**src/rtl/alu_port_arbiter.sv**
```systemverilog
// Two-port round-robin arbiter and sequencer for the shared ALU: grants one
// requester, holds the operand mux for LAT cycles, captures the result and pulses done.
module alu_port_arbiter #(
    parameter int WIDTH = 32,
    parameter int LAT   = 2
) (
    input  logic             clk,
    input  logic             rst_n,
    input  logic [1:0]       req,
    input  logic [WIDTH-1:0] a0,
    input  logic [WIDTH-1:0] b0,
    input  logic [WIDTH-1:0] a1,
    input  logic [WIDTH-1:0] b1,
    input  logic [3:0]       fn0,
    input  logic [3:0]       fn1,
    output logic             sel,
    output logic [WIDTH-1:0] alu_a,
    output logic [WIDTH-1:0] alu_b,
    output logic [3:0]       alu_fn,
    output logic             alu_start,
    input  logic [WIDTH-1:0] alu_result,
    output logic [1:0]       gnt,
    output logic [1:0]       done,
    output logic [WIDTH-1:0] result
);

    localparam int CW = (LAT > 1) ? $clog2(LAT) : 1;

    typedef enum logic [1:0] {IDLE, BUSY, DONE} state_t;

    state_t           state_q;
    logic [CW-1:0]    cnt_q;
    logic             last_q;
    logic             sel_q;
    logic [1:0]       gnt_q;
    logic [1:0]       done_q;
    logic             start_q;
    logic [WIDTH-1:0] result_q;

    logic             win_d;
    logic [1:0]       win_onehot_d;

    // On a tie the port that was not served last wins; otherwise the lone requester.
    always_comb begin
        win_d        = (req == 2'b11) ? ~last_q : req[1];
        win_onehot_d = win_d ? 2'b10 : 2'b01;
    end

    // NOTE: sequential state uses non-blocking assignments only, so every
    // register in this block sees the pre-edge values of the others.
    always_ff @(posedge clk or negedge rst_n) begin
        if (!rst_n) begin
            state_q  <= IDLE;
            cnt_q    <= '0;
            last_q   <= 1'b1;
            sel_q    <= 1'b0;
            gnt_q    <= 2'b00;
            done_q   <= 2'b00;
            start_q  <= 1'b0;
            result_q <= '0;
        end else begin
            start_q <= 1'b0;
            done_q  <= 2'b00;
            case (state_q)
                IDLE: begin
                    if (req != 2'b00) begin
                        sel_q   <= win_d;
                        gnt_q   <= win_onehot_d;
                        last_q  <= win_d;
                        cnt_q   <= CW'(LAT - 1);
                        start_q <= 1'b1;
                        state_q <= BUSY;
                    end
                end
                BUSY: begin
                    if (cnt_q != '0) begin
                        cnt_q <= cnt_q - 1'b1;
                    end else begin
                        result_q <= alu_result;
                        done_q   <= sel_q ? 2'b10 : 2'b01;
                        state_q  <= DONE;
                    end
                end
                DONE: begin
                    // sel is left alone so the mux select never glitches between ops.
                    gnt_q   <= 2'b00;
                    state_q <= IDLE;
                end
                default: state_q <= IDLE;
            endcase
        end
    end

    assign sel       = sel_q;
    assign gnt       = gnt_q;
    assign done      = done_q;
    assign alu_start = start_q;
    assign result    = result_q;

    assign alu_a  = sel_q ? a1  : a0;
    assign alu_b  = sel_q ? b1  : b0;
    assign alu_fn = sel_q ? fn1 : fn0;

endmodule

```
**config.mk**
```make
export PLATFORM = sky130hd
export DESIGN_NAME = alu_port_arbiter
export DESIGN_NICKNAME = d
export VERILOG_FILES = /design/src/rtl/alu_port_arbiter.sv
export SDC_FILE = /design/constraint.sdc
export NUM_CORES = 1
export LEC_CHECK = 0
export ABC_AREA = 0
export BUFFER_PORTS_ARGS = -buffer_cell sky130_fd_sc_hd__buf_2
export CORE_AREA = 2 2 107 109
export CTS_CLUSTER_DIAMETER = 200
export DETAILED_ROUTE_END_ITERATION = 8
export DIE_AREA = 0 0 109 111
export GPL_ROUTABILITY_DRIVEN = 0
export SKIP_CTS_REPAIR_TIMING = 1
export SLEW_MARGIN = 20
export SYNTH_ARGS = -nofsm -noshare
export SYNTH_HDL_FRONTEND = slang
export SYNTH_SLANG_ARGS = --single-unit
```
**constraint.sdc**
```tcl
create_clock -name clk -period 1.4 [get_ports clk]
set_input_delay 0.42 -clock clk [delete_from_list [all_inputs] [get_ports clk]]
set_output_delay 0.42 -clock clk [all_outputs]
set_load 0.05 [all_outputs]
```
==> flow_metrics.py, run 1 <==
metrics = {
    "hold_path": {
        "worstHoldPathType": "input port to async pin",
    },
    "sta": {
        "hold_violations": 0,
        "period_share_pct": 141,
        "final.setup.tns_ns": -37.03,
        "finalMaxSlewViolations": 0,
        "fin_worst_skew_ns": 0.00539,
        "fin_crit_ns": 1.97,
        "finalSetupViolations": 69,
        "hold_slack_ns": 0.0697,
        "rsz0062_at_grt": "yes",
        "slew_headroom_pct": 71.3,
        "finalWorstSetupSlack_ns": -0.571,
        "max_freq_mhz": 507,
        "max_slew.worst_pin.slew_ns": 0.431,
    },
    "synthesis": {
        "synth_cells": 183,
        "yosysTopAreaCell": "dfrtp_1",
        "syn_area_sq_um": 2570,
        "synth_warnings": 0,
        "synth_top_area_share_pct": 40.0,
        "ys_ff_latch": 42,
        "yosysSeqAreaShare_pct": 41.0,
        "postSynthAreaPerCell_sq_um": 14.0,
        "yosysUniqueCellTypes": 21,
        "synthTopCellsByArea": "dfrtp_1 (40%), mux2_2 (31%), mux2_4 (17%)",
        "synth.net_count": 355,
    },
    "finish": {
        "final_cells": 613,
        "layout_commonest_cell": "buf_2",
        "syn_to_final_growth_pct": 95.0,
        "drive_gt1_share_pct": 86.8,
        "nets": 639,
        "postLayoutCellArea_sq_um": 5010,
        "final_cell_mix": "buf_2 (219), mux2_4 (97), buf_6 (52), dfrtp_1 (40), buf_4 (11)",
        "final_util_pct": 45.2,
    },
    "global_routing": {
        "grt_max_degree": 28,
        "grt_pass1_wl_mm": 13.2,
        "grt_util_all_layers_pct": 14.5,
        "antenna_found_initial": 1,
        "grt.overflow.total": 0,
        "grt_pass1_vias": 2533,
    },
    "clocking": {
        "cts_buffers": 5,
        "clk_latency_ns": 0.28,
        "htreeDepth": 2,
        "tritoncts": "yes",
        "clk_pin_slew_ns": 0.06,
        "cts_max_path_buffers": 2,
        "root_buffer": "clkbuf_16",
        "clock-sinks": 42,
    },
    "outcome": {
        "status": "finished with violations",
        "violations": "setup timing",
    },
    "floorplanning": {
        "core-area_sq_um": 11100,
        "dieArea_sq_um": 12100,
        "fp.dieW_um": 109,
        "die_y_um": 111,
        "placementRows": 39,
        "initial_utilization_pct": 23.2,
        "io_pins": 278,
    },
    "drt": {
        "first_pass_iters": 4,
        "ant_nets": 0,
        "viasPerCell": 4.20,
        "drt_iter0_drc": 105,
        "drc": 0,
        "drt-total-wl_mm": 10.2,
        "wire_per_inst_um": 16.7,
        "num_vias": 2575,
    },
    "placed_design": {
        "dp_hpwl_mm": 8.20,
        "dpl_cell_area_sq_um": 4400,
        "post-place-ws_ns": -0.281,
        "numPortBuffers": 277,
        "dp_cells": 599,
    },
    "pwr": {
        "p_leak_nw": 2.75,
        "power_density_nw_per_um2": 2840,
        "peakVddDrop_v": 0.00159,
        "total_power_mw": 14.2,
    },
    "worst_setup_path": {
        "required_ns": 0.98,
        "timing.rr.start": "cnt_q",
        "critPathLaunch": "sel",
        "crit_fanout": 11,
        "criticalPathCategory": "flop to output pin",
        "cp-start-kind": "flop",
        "end_kind": "output pin",
        "worstPathArrival_ns": 1.55,
    },
    "job": {
        "max-cap-violations": 0,
    },
}
## cell usage after synthesis
cell type / n
nand2_1: 4
buf_2: 8
a2bb2oi_1: 1
and2b_2: 1
inv_1: 2
nor3_1: 3
nor3b_1: 2
o21ai_0: 3
mux2_4: 29
clkbuf_1: 1
and3_2: 2
mux2_2: 71
nor2_1: 5
a21oi_1: 1
dfstp_2: 1
buf_12: 3
a22oi_1: 1
nor2b_4: 1
and2_4: 1
buf_6: 2
dfrtp_1: 41
## cell type report
class / count / area (sq um)
Timing Repair Buffer: 291 / 1950
Clock buffer: 5 / 125
Sequential cell: 42 / 1060
Antenna cell: 2 / 5.00
Tap cell: 143 / 179
Inverter: 2 / 7.51
Clock inverter: 3 / 43.8
Fill cell: 1033 / 6070
Multi-Input combinational cell: 125 / 1640
## power breakdown
part / switching [mW] / total (mW) / internal [mW]
Sequential: 0.396 / 2.26 / 1.87
Clock: 0.487 / 1.33 / 0.844
Combinational: 6.28 / 10.6 / 4.33
Total: 7.16 / 14.2 / 7.05
## registers in the layout, indices dropped and copies added (netlist names)
register	count
result	32
sel	1
cnt_q	1
last_q	1
done	2
gnt	2
alu_start	1
state_q	2
## critical path: stages (launching register included)
cell	delay, ns
dfrtp_4	0.56
buf_6	0.20
mux2_4	0.30
buf_2	0.21
## cell families after synthesis
family / synth area share [%]
AO/OA/AOI/OAI: 1.41
multiplexers: 48.1
AND/OR/NAND/NOR: 4.29
flip-flops: 41.0
buffers and inverters: 5.21
## per-layer routing
layer	part of all wire, %	track usage [%]	vias to the layer above
met2	52	26.1	130
met3	8.7	4.41	8
met4	0.97	2.91	0
li1	-	-	1224
met5	0	0	-
met1	38	16.7	1213
## worst paths after layout
kind                              endpoint  slack (ns)  cells after the start
worst max-delay path              alu_b[6]       -0.57                      3
worst min-delay path            result[27]        0.07                      1
worst max register to register  result[22]        0.06                      4
worst min register to register   result[9]        0.51                      1
max in group asynchronous       result[22]        0.85                      2
min in group clk                result[19]        0.36                      2
No activity file was read; power rests on OpenSTA's default activity.
==> inputs of run 2 (changes only) <==
--- a/config.mk
+++ b/config.mk
@@ -12,6 +12,7 @@
 export DETAILED_ROUTE_END_ITERATION = 8
 export DIE_AREA = 0 0 109 111
 export GPL_ROUTABILITY_DRIVEN = 0
+export RECOVER_POWER = 25
 export SKIP_CTS_REPAIR_TIMING = 1
 export SLEW_MARGIN = 20
 export SYNTH_ARGS = -nofsm -noshare
==> flow_metrics.py, run 2 (same netlist as run 1, synthesis figures left out) <==
metrics = {
    "drt": {
        "viasPerCell": 4.23,
        "first_pass_iters": 4,
        "wire_per_inst_um": 16.7,
        "drt-total-wl_mm": 10.2,
        "drc": 0,
        "ant_nets": 0,
        "drt_iter0_drc": 101,
        "num_vias": 2590,
    },
    "clocking": {
        "tritoncts": "yes",
        "clock-sinks": 42,
        "cts_max_path_buffers": 2,
        "htreeDepth": 2,
        "clk_latency_ns": 0.28,
        "root_buffer": "clkbuf_16",
        "clk_pin_slew_ns": 0.06,
        "cts_buffers": 5,
    },
    "placed_design": {
        "post-place-ws_ns": -0.281,
        "numPortBuffers": 277,
        "dp_hpwl_mm": 8.20,
    },
    "worst_setup_path": {
        "worstPathArrival_ns": 1.55,
        "end_kind": "output pin",
        "max_stage_delay_ns": 0.56,
        "rrSetupSlack_ns": 0.06,
        "crit_fanout": 11,
        "required_ns": 0.98,
        "slowest_stage": "dfrtp_4",
        "cp_cell_sequence": "buf_6, mux2_4, buf_2",
        "criticalPathCategory": "flop to output pin",
        "rr_worst_depth": 4,
        "r2r_end": "result[22]",
        "cp-start-kind": "flop",
        "timing.rr.start": "cnt_q",
    },
    "pwr": {
        "pwr-share-clk_pct": 9.4,
        "peakVddDrop_v": 0.00159,
        "p_comb_share_pct": 74.7,
        "switching_share_pct": 50.4,
        "power_density_nw_per_um2": 2850,
        "power.internal_mw": 7.04,
        "total_power_mw": 14.2,
        "seqPwrFrac_pct": 15.9,
        "netSwitchingPower_mw": 7.16,
        "p_leak_nw": 2.75,
    },
    "global_routing": {
        "antenna_found_initial": 1,
        "grt_max_degree": 28,
        "grt_pass1_vias": 2533,
        "grt_util_all_layers_pct": 14.5,
        "grt_pass1_wl_mm": 13.2,
        "grt.overflow.total": 0,
    },
    "finish": {
        "drive_gt1_share_pct": 86.5,
        "regArea_sq_um": 1060,
        "layout_commonest_cell": "buf_2",
        "final_util_pct": 45.1,
        "fillerInstances": 1036,
        "largest_reg_flops": 32,
        "syn_to_final_growth_pct": 94.5,
        "nets": 639,
        "final_cell_mix": "buf_2 (218), mux2_4 (97), buf_6 (52), dfrtp_1 (40), buf_4 (11)",
        "multiInputGateArea_sq_um": 1640,
    },
    "sta": {
        "fin_crit_ns": 1.97,
        "hold_violations": 0,
        "period_share_pct": 141,
        "rsz0062_at_grt": "yes",
        "slew_headroom_pct": 36.2,
        "finalSetupViolations": 69,
        "max_freq_mhz": 507,
        "finalMaxSlewViolations": 0,
        "fin_worst_skew_ns": 0.00537,
        "max_slew.worst_pin.slew_ns": 0.957,
        "finalWorstSetupSlack_ns": -0.571,
        "hold_slack_ns": 0.264,
    },
    "floorplanning": {
        "io_pins": 278,
        "fp.dieW_um": 109,
        "initial_utilization_pct": 23.2,
        "dieArea_sq_um": 12100,
        "die_y_um": 111,
        "core-area_sq_um": 11100,
        "placementRows": 39,
    },
    "outcome": {
        "status": "finished with violations",
        "violations": "setup timing",
    },
    "job": {
        "max-cap-violations": 0,
    },
    "hold_path": {
        "worstHoldPathType": "input port to async pin",
    },
}
-- run 2: cell count changes in the layout (fill, tap and decap cells not counted) --
cell      previous run  this run
buf_12               5         4
buf_2              219       218
clkbuf_1             0         1
clkbuf_4             0         1
-- run 2: through the flow --
| stage | instance area, sq um | instances | setup TNS, ns |
|---|---|---|---|
| final | 4990 | 613 | -37.04 |
| after global routing | 4990 | 611 | -41.88 |
| after CTS | 4570 | 607 | -38.30 |
| after detailed placement | 4400 | 599 | -16.74 |
| after global placement | 4400 | 599 | -15.63 |
| after floorplan | 2920 | 183 | -20.25 |
-- run 2: power by group through the flow --
stage	Sequential (mW)	Combinational (mW)	Clock, mW
5_1_grt	2.36	11.0	1.43
3_3_place_gp	2.22	9.58	0
2_1_floorplan	4.14	6.23	0
4_1_cts	2.24	9.68	1.37
3_5_place_dp	2.23	9.68	0
6_report	2.26	10.6	1.33
-- run 2: metal layers --
layer | routed length (um) | track usage [%] | share of wire, % | vias up
met3 | 877 | 4.41 | 8.6 | 8
met1 | 3880 | 16.7 | 38 | 1229
met2 | 5390 | 26.1 | 53 | 128
met5 | 0 | 0 | 0 | -
met4 | 99 | 2.91 | 0.97 | 0
li1 | - | - | - | 1225
-- run 2: worst max path at each step --
stage	start	end	slack, ns	cells after the start
floorplan	sel	alu_a[0]	-0.30	3
global placement	sel	alu_b[29]	-0.27	3
detailed placement	sel	alu_b[29]	-0.28	3
CTS	sel	alu_b[29]	-0.59	3
global route	sel	alu_a[16]	-0.61	3
finish	sel	alu_b[6]	-0.57	3
-- run 2: critical path, delay by kind of cell (launching register included) --
kind	cells	cell delay, ns
flip-flops	1	0.56
buffers and inverters	2	0.41
multiplexers	1	0.30
-- run 2: area by class of cell --
cell class                 instances  area share [%]
timing repair buffer             291            38.9
multi-input combinational        125            32.8
sequential                        42            21.1
tap                              143            3.58
clock buffer                       5            2.51
clock inverter                     3           0.877
inverter                           2           0.150
antenna                            2           0.100
